==> config.mk <==
export PLATFORM = sky130hd
export DESIGN_NAME = sketch_pen
export DESIGN_NICKNAME = d
export VERILOG_FILES = /design/src/rtl/sketch_pen.sv
export SDC_FILE = /design/constraint.sdc
export NUM_CORES = 1
export LEC_CHECK = 0
export CAP_MARGIN = 20
export CORE_MARGIN = 2
export CORE_UTILIZATION = 54
export CTS_CLUSTER_DIAMETER = 120
export DETAILED_ROUTE_END_ITERATION = 7
export GPL_ROUTABILITY_DRIVEN = 1
export PLACE_DENSITY = 0.84
export SLEW_MARGIN = 20
export SYNTH_ARGS = -nofsm -noshare
export SYNTH_HDL_FRONTEND = slang
export SYNTH_SLANG_ARGS = --single-unit
==> constraint.sdc <==
create_clock -name clk -period 6 [get_ports clk]
set_input_delay 1.2 -clock clk [delete_from_list [all_inputs] [get_ports clk]]
set_output_delay 1.2 -clock clk [all_outputs]
set_load 0.05 [all_outputs]
==> src/rtl/sketch_pen.sv <==
// sketch_pen: synchronizes buttons/switches, moves a saturating cursor and paints or clears
// pixels of a working frame, strobing draw when a new frame is ready downstream.
module sketch_pen #(
   parameter int GRID_W      = 8,
   parameter int GRID_H      = 8,
   parameter int SCREEN_SIZE = GRID_W * GRID_H
) (
   input  logic                       clk,
   input  logic                       rst_n,
   input  logic                       move_up,
   input  logic                       move_down,
   input  logic                       move_left,
   input  logic                       move_right,
   input  logic                       pen_down,
   input  logic                       clear,
   input  logic [7:0]                 color,
   output logic                       draw,
   output logic [SCREEN_SIZE*8-1:0]   draw_image,
   output logic [$clog2(GRID_W)-1:0]  cursor_x,
   output logic [$clog2(GRID_H)-1:0]  cursor_y,
   output logic                       busy
);
   localparam int XW = $clog2(GRID_W);
   localparam int YW = $clog2(GRID_H);
   localparam int CW = $clog2(SCREEN_SIZE);

   typedef enum logic [1:0] {IDLE, PAINT, CLEAR} state_t;

   state_t          state;
   logic [5:0]      s1, s2, prev;
   logic [5:0]      raw, edges;
   logic [CW-1:0]   cnt, pix;
   logic [XW-1:0]   nx;
   logic [YW-1:0]   ny;
   logic            e_up, e_dn, e_lf, e_rt, e_pen, e_clr, any_move;

   assign raw = {clear, pen_down, move_right, move_left, move_down, move_up};
   assign edges = s2 & ~prev;
   assign {e_clr, e_pen, e_rt, e_lf, e_dn, e_up} = edges;
   assign any_move = e_up | e_dn | e_lf | e_rt;

   // opposite edges cancel; each axis saturates at the grid border
   assign nx = (e_rt & ~e_lf & (cursor_x != XW'(GRID_W - 1))) ? cursor_x + XW'(1) :
               (e_lf & ~e_rt & (cursor_x != '0))              ? cursor_x - XW'(1) : cursor_x;
   assign ny = (e_dn & ~e_up & (cursor_y != YW'(GRID_H - 1))) ? cursor_y + YW'(1) :
               (e_up & ~e_dn & (cursor_y != '0))              ? cursor_y - YW'(1) : cursor_y;
   assign pix = CW'(cursor_y) * CW'(GRID_W) + CW'(cursor_x);

   always_ff @(posedge clk or negedge rst_n) begin
      if (!rst_n) begin
         s1         <= '0;
         s2         <= '0;
         prev       <= '0;
         state      <= IDLE;
         busy       <= 1'b0;
         draw       <= 1'b0;
         draw_image <= '0;
         cursor_x   <= '0;
         cursor_y   <= '0;
         cnt        <= '0;
      end else begin
         s1   <= raw;
         s2   <= s1;
         prev <= s2;
         draw <= 1'b0;
         case (state)
            IDLE: begin
               if (e_clr) begin
                  state <= CLEAR;
                  busy  <= 1'b1;
                  cnt   <= '0;
               end else if (any_move) begin
                  cursor_x <= nx;
                  cursor_y <= ny;
                  if (s2[4]) begin
                     state <= PAINT;
                     busy  <= 1'b1;
                  end
               end else if (e_pen) begin
                  state <= PAINT;
                  busy  <= 1'b1;
               end
            end
            PAINT: begin
               draw_image[{pix, 3'b000} +: 8] <= color;
               draw  <= 1'b1;
               state <= IDLE;
               busy  <= 1'b0;
            end
            CLEAR: begin
               draw_image[{cnt, 3'b000} +: 8] <= '0;
               cnt <= cnt + CW'(1);
               if (cnt == CW'(SCREEN_SIZE - 1)) begin
                  draw  <= 1'b1;
                  state <= IDLE;
                  busy  <= 1'b0;
               end
            end
            default: state <= IDLE;
         endcase
      end
   end
endmodule

[After elaboration in Yosys (flattened, before gate mapping)]
Cells that the tools add are included.
Word-level totals
  memory bits (writable): 0
  latch bits: 0
  bits in read-only memories: 0
  logic and storage cells: 85
  memories: 0
  output and inout bits: 520
  register bits after elaboration: 546
Operators by class
  bitwise logic cells: 18
  shift-type cells: 4
  mux-type cells: 23
  divide/modulo/power cells: 0
  add/sub/neg operators: 8
  reductions and logical operators: 13
  $mul: 0
  equality and inequality tests: 9
  magnitude comparators: 0
Operators with widths (count)
  $bwmux 512: 2
  $pmux 512 s2: 1
  $shift 8x11->512 const A: 2
  $shiftx 8x11->512: 1
  $shiftx 8x11->512 const A: 1
  $neg 9->11: 2
  $mux 3: 4
  $pmux 6 s2: 1
  $reduce_and 4->1: 3
  $mux 2: 5
  $reduce_bool 3->1: 3
  $and 1x1->1: 8
  $ne 4x4->1 const B: 2
  $reduce_bool 2->1: 4
  $add 3x1->3 const B: 2
  $add 6x1->6 const B: 1
  $add 6x3->6: 1
  $and 6x6->6: 1
  $eq 6x6->1 const B: 1
  $mux 1: 6
  $mux 6: 1
  $ne 3x3->1 const B: 2
  $not 6->6: 1
  $sub 3x1->3 const B: 2
  11 further kinds: 18

[Longest topological paths before layout]
  depth in word-level cells: 8
  gate-level depth with buffers: 14
  mapped depth without buffers: 9

[Worst setup path after synthesis]
OpenSTA, ideal clock, no wires.
  kind: flip-flop to flip-flop
  start: register cursor_x[0]
  end: register draw_image[264]
  stages on the path, launching flop included: 13
  arrival: 3460 ps
  clock period less this slack: 3584 ps
  slack: 2416 ps
  cell sequence: dfrtp_1 -> buf_2 -> clkbuf_1 -> inv_1 -> ha_1 -> buf_2 -> o21ba_2 -> nor2_1 -> o32a_1 -> buf_2 -> buf_1 -> o31ai_2 -> mux2_2
Between the ends
  word-level cells in the longest chain between the ends: 5
  elaborated cells between the ends (all ways): 6
  those cells by class: 2 x add/sub; 2 x shift; 2 x mux
Ends and longest elaborated chain
  start, declared: line 19  | output logic [$clog2(GRID_W)-1:0] cursor_x,
  start signal, assigned: line 73  | cursor_x <= nx;
  $add 6x3->6 *: line 47  | assign pix = CW'(cursor_y) * CW'(GRID_W) + CW'(cursor_x);
  $neg 9->11 *: line 85  | draw_image[{pix, 3'b000} +: 8] <= color;
  $shiftx 8x11->512 or $shift 8x11->512 (tied branches): line 85
  $bwmux 512 *: line 85
  $pmux 512 s2 *: line 66  | case (state)
  end signal, assigned by index: line 85
  end, declared: line 18  | output logic [SCREEN_SIZE*8-1:0] draw_image,
Mark *: on every way between the ends. The rest lies on a longest branch, timed or not.
A chain may end at the register's enable or synchronous reset.

[Final worst setup path]
  start: register cursor_x[1]
  end: register draw_image[193]
The elaborated chain is that of the path after synthesis.

==> qor.txt <==
Clock transition at path regs -> 70 ps
CTS root buf -> clkbuf_16
Startpoint types -> flop
Post-synthesis sequential area ratio -> 0.602
Row cnt -> 75
Longest Clk Path Bufs -> 3
Residual DRC -> 0
Share of synthesized registers carrying an async set or reset -> 1.00
Cell taking the most area after synthesis -> dfrtp_1
Share of the synthesized area in the top cell type -> 0.602
Vias per cell -> 6.74
Worst Tran Pin Value -> 1220 ps
Clock insertion delay at the later pin of the skew report -> 620 ps
CP arrival -> 4870 ps
DRT Wirelength -> 87900 µm
Crit Path Category -> flop to flop
Critical path capture point type -> flop
Syn Area/Cell -> 12.1 µm²
H-tree level count -> 2
Cts bufs inserted -> 53
EDFF count, synth -> 0
Synthesized Nets -> 1906
Max_cap viols -> 0
Hold WS -> 349 ps
Height of the die -> 209 µm
Area growth from synthesis to final layout -> 34.1%
Pwr Density -> 575 nW/µm²
CTS resizes -> 0
Die area -> 43700 µm²
Maximum operating frequency -> 0.229 GHz
Status -> completed
Global-route wire length before repair -> 131000 µm
Final RePlAce weighted congestion -> 1.00
Vias in the first global route -> 19600
Static Leak -> 12.9 nW
Post-layout net count -> 2410
Final hold vios -> 0
CTS tree -> built
Final Max Slew Viols -> 0
Largest cells by area after synthesis -> dfrtp_1 60%, o2bb2ai_1 11%, a22o_1 3.3%, mux2_2 3.2%, nand2_1 2.9%
Die X -> 209 µm
Seq cells post-synth -> 546
Distinct cells, synth -> 82
CP Max Fanout -> 20
Final min period -> 4370 ps
Initial cell density of the core -> 0.543
DRT iter0 DRCs -> 2486
Core Area -> 41800 µm²
Largest net degree at the start of global routing -> 150
Ys Warns -> 0
Routed Antenna Nets -> 0
IO Port Bufs -> 535
Gr ovfl total -> 0
Pwr Total -> 17.5 mW
Post-Syn Area -> 22700 µm²
Drt pass-1 iters -> 6
Initial antenna violation count -> 3
Slew headroom -> 0.184
Setup tns final -> 0 ps
Worst vdd ir -> 0.000404 V
DP HPWL -> 62300 µm
Cells after synthesis -> 1875
Hold buffer count at CTS -> 0
Top FF cell, synth -> dfrtp_1
Gr usage total -> 0.400
RSZ-0062 raised after global routing -> false
Clock Sinks -> 546
Clock Skew -> 29.0 ps
I/O pins -> 536
Final setup fails -> 0
DR WL/cell -> 29.7 µm
Worst Hold Class -> flop to flop
Post-CTS Setup Bufs -> 0
Layout cell share with drive strength beyond 1 -> 0.0921
Fraction of the cycle the final worst path needs -> 0.729
Critical Path RT -> 6500 ps
Routed vias -> 20000
-- metrics by stage --
step,utilization,cells,area (µm²),setup slack [ps]
floorplan,-,1875,22700,2420
global placement,0.682,2861,28500,1890
detailed placement,0.682,2861,28500,1810
CTS,0.729,2958,30400,1790
global route,0.729,2962,30400,1470
finish,0.729,2962,30400,1630
-- synthesized netlist by cell type, types with 10 or more instances --
| cell | instances |
|---|---|
| nand2_1 | 174 |
| nand2b_1 | 16 |
| o31ai_1 | 13 |
| a32o_1 | 36 |
| mux2_2 | 65 |
| o21ai_0 | 37 |
| o2bb2ai_1 | 274 |
| a21oi_1 | 13 |
| ha_1 | 13 |
| or3_1 | 11 |
| buf_2 | 15 |
| nor2_1 | 118 |
| inv_1 | 40 |
| clkbuf_1 | 76 |
| nor3_1 | 36 |
| nor2b_1 | 12 |
| buf_1 | 13 |
| dfrtp_1 | 546 |
| nand4_1 | 10 |
| and2_1 | 17 |
| o22ai_1 | 38 |
| nand3_1 | 39 |
| a22o_1 | 86 |
-- power breakdown --
| part | switching, mW | internal [mW] | leakage (nW) |
|---|---|---|---|
| logic | 6.12 | 2.45 | 4.57 |
| registers | 0.693 | 4.52 | 7.33 |
| clock network | 1.47 | 2.24 | 0.955 |
-- area by class of cell --
class	count	area [µm²]
sequential	546	13700
fill	2832	11300
multi-input combinational	1178	8420
timing repair buffer	559	5580
clock buffer	73	1550
tap	539	674
clock inverter	24	397
inverter	41	154
antenna	2	5.00
-- routing by layer --
| metal | vias up | global-route usage | wire length [µm] |
|---|---|---|---|
| met5 | - | 0 | 0 |
| met4 | 0 | 0.217 | 5290 |
| met3 | 322 | 0.0830 | 8790 |
| met2 | 1480 | 0.633 | 41400 |
| met1 | 10100 | 0.523 | 32400 |
| li1 | 8081 | - | - |
-- critical path, cell delays in order (launching register included) --
cell and delay [ps]:
dfrtp_1 670, inv_1 210, ha_1 390, ha_1 600, nor2_1 540, o211ai_1 430
nor3_2 710, o21ai_1 400, a32o_1 310
-- kinds of logic (layout without fill, tap and decap cells) --
family	after synthesis	count (layout)	synth area share
XOR/XNOR	12	12	0.00463
other	0	2	0
AND/OR/NAND/NOR	490	490	0.105
buffers and inverters	151	697	0.0276
AO/OA/AOI/OAI	581	581	0.213
adder cells (fa/ha/maj)	15	15	0.00893
flip-flops	546	546	0.602
multiplexers	80	80	0.0393
-- state kept, by name (all words and copies together) (netlist names) --
register	count
busy	1
cnt	6
cursor_x	3
cursor_y	3
draw	1
draw_image	512
prev	6
s1	6
s2	6
state	2
-- cell usage in the layout, fill, tap and decap left out, types with 37 or more instances in the layout --
| master | Yosys | routed |
|---|---|---|
| mux2_2 | 65 | 65 |
| o22ai_1 | 38 | 38 |
| o21ai_0 | 37 | 37 |
| o2bb2ai_1 | 274 | 274 |
| nor2_1 | 118 | 118 |
| nand2_1 | 174 | 174 |
| a22o_1 | 86 | 86 |
| clkdlybuf4s50_1 | 0 | 534 |
| dfrtp_1 | 546 | 546 |
| nand3_1 | 39 | 39 |
| clkbuf_16 | 0 | 54 |
| inv_1 | 40 | 40 |
-- worst paths after layout --
| path | start | end | slack (ps) | depth (start not counted) |
|---|---|---|---|---|
| max | cursor_x[1]$_DFFE_PN0P_ | draw_image[193]$_DFFE_PN0P_ | 1630 | 8 |
| min | s1[1]$_DFF_PN0_ | s2[1]$_DFF_PN0_ | 350 | 0 |
| max reg2reg | cursor_x[1]$_DFFE_PN0P_ | draw_image[193]$_DFFE_PN0P_ | 1630 | 8 |
| min reg2reg | s1[1]$_DFF_PN0_ | s2[1]$_DFF_PN0_ | 350 | 0 |
| max in group asynchronous | rst_n | draw_image[177]$_DFFE_PN0P_ | 4040 | 2 |
| min in group asynchronous | rst_n | draw_image[406]$_DFFE_PN0P_ | 630 | 1 |
Power figures use the tool's default switching activity.
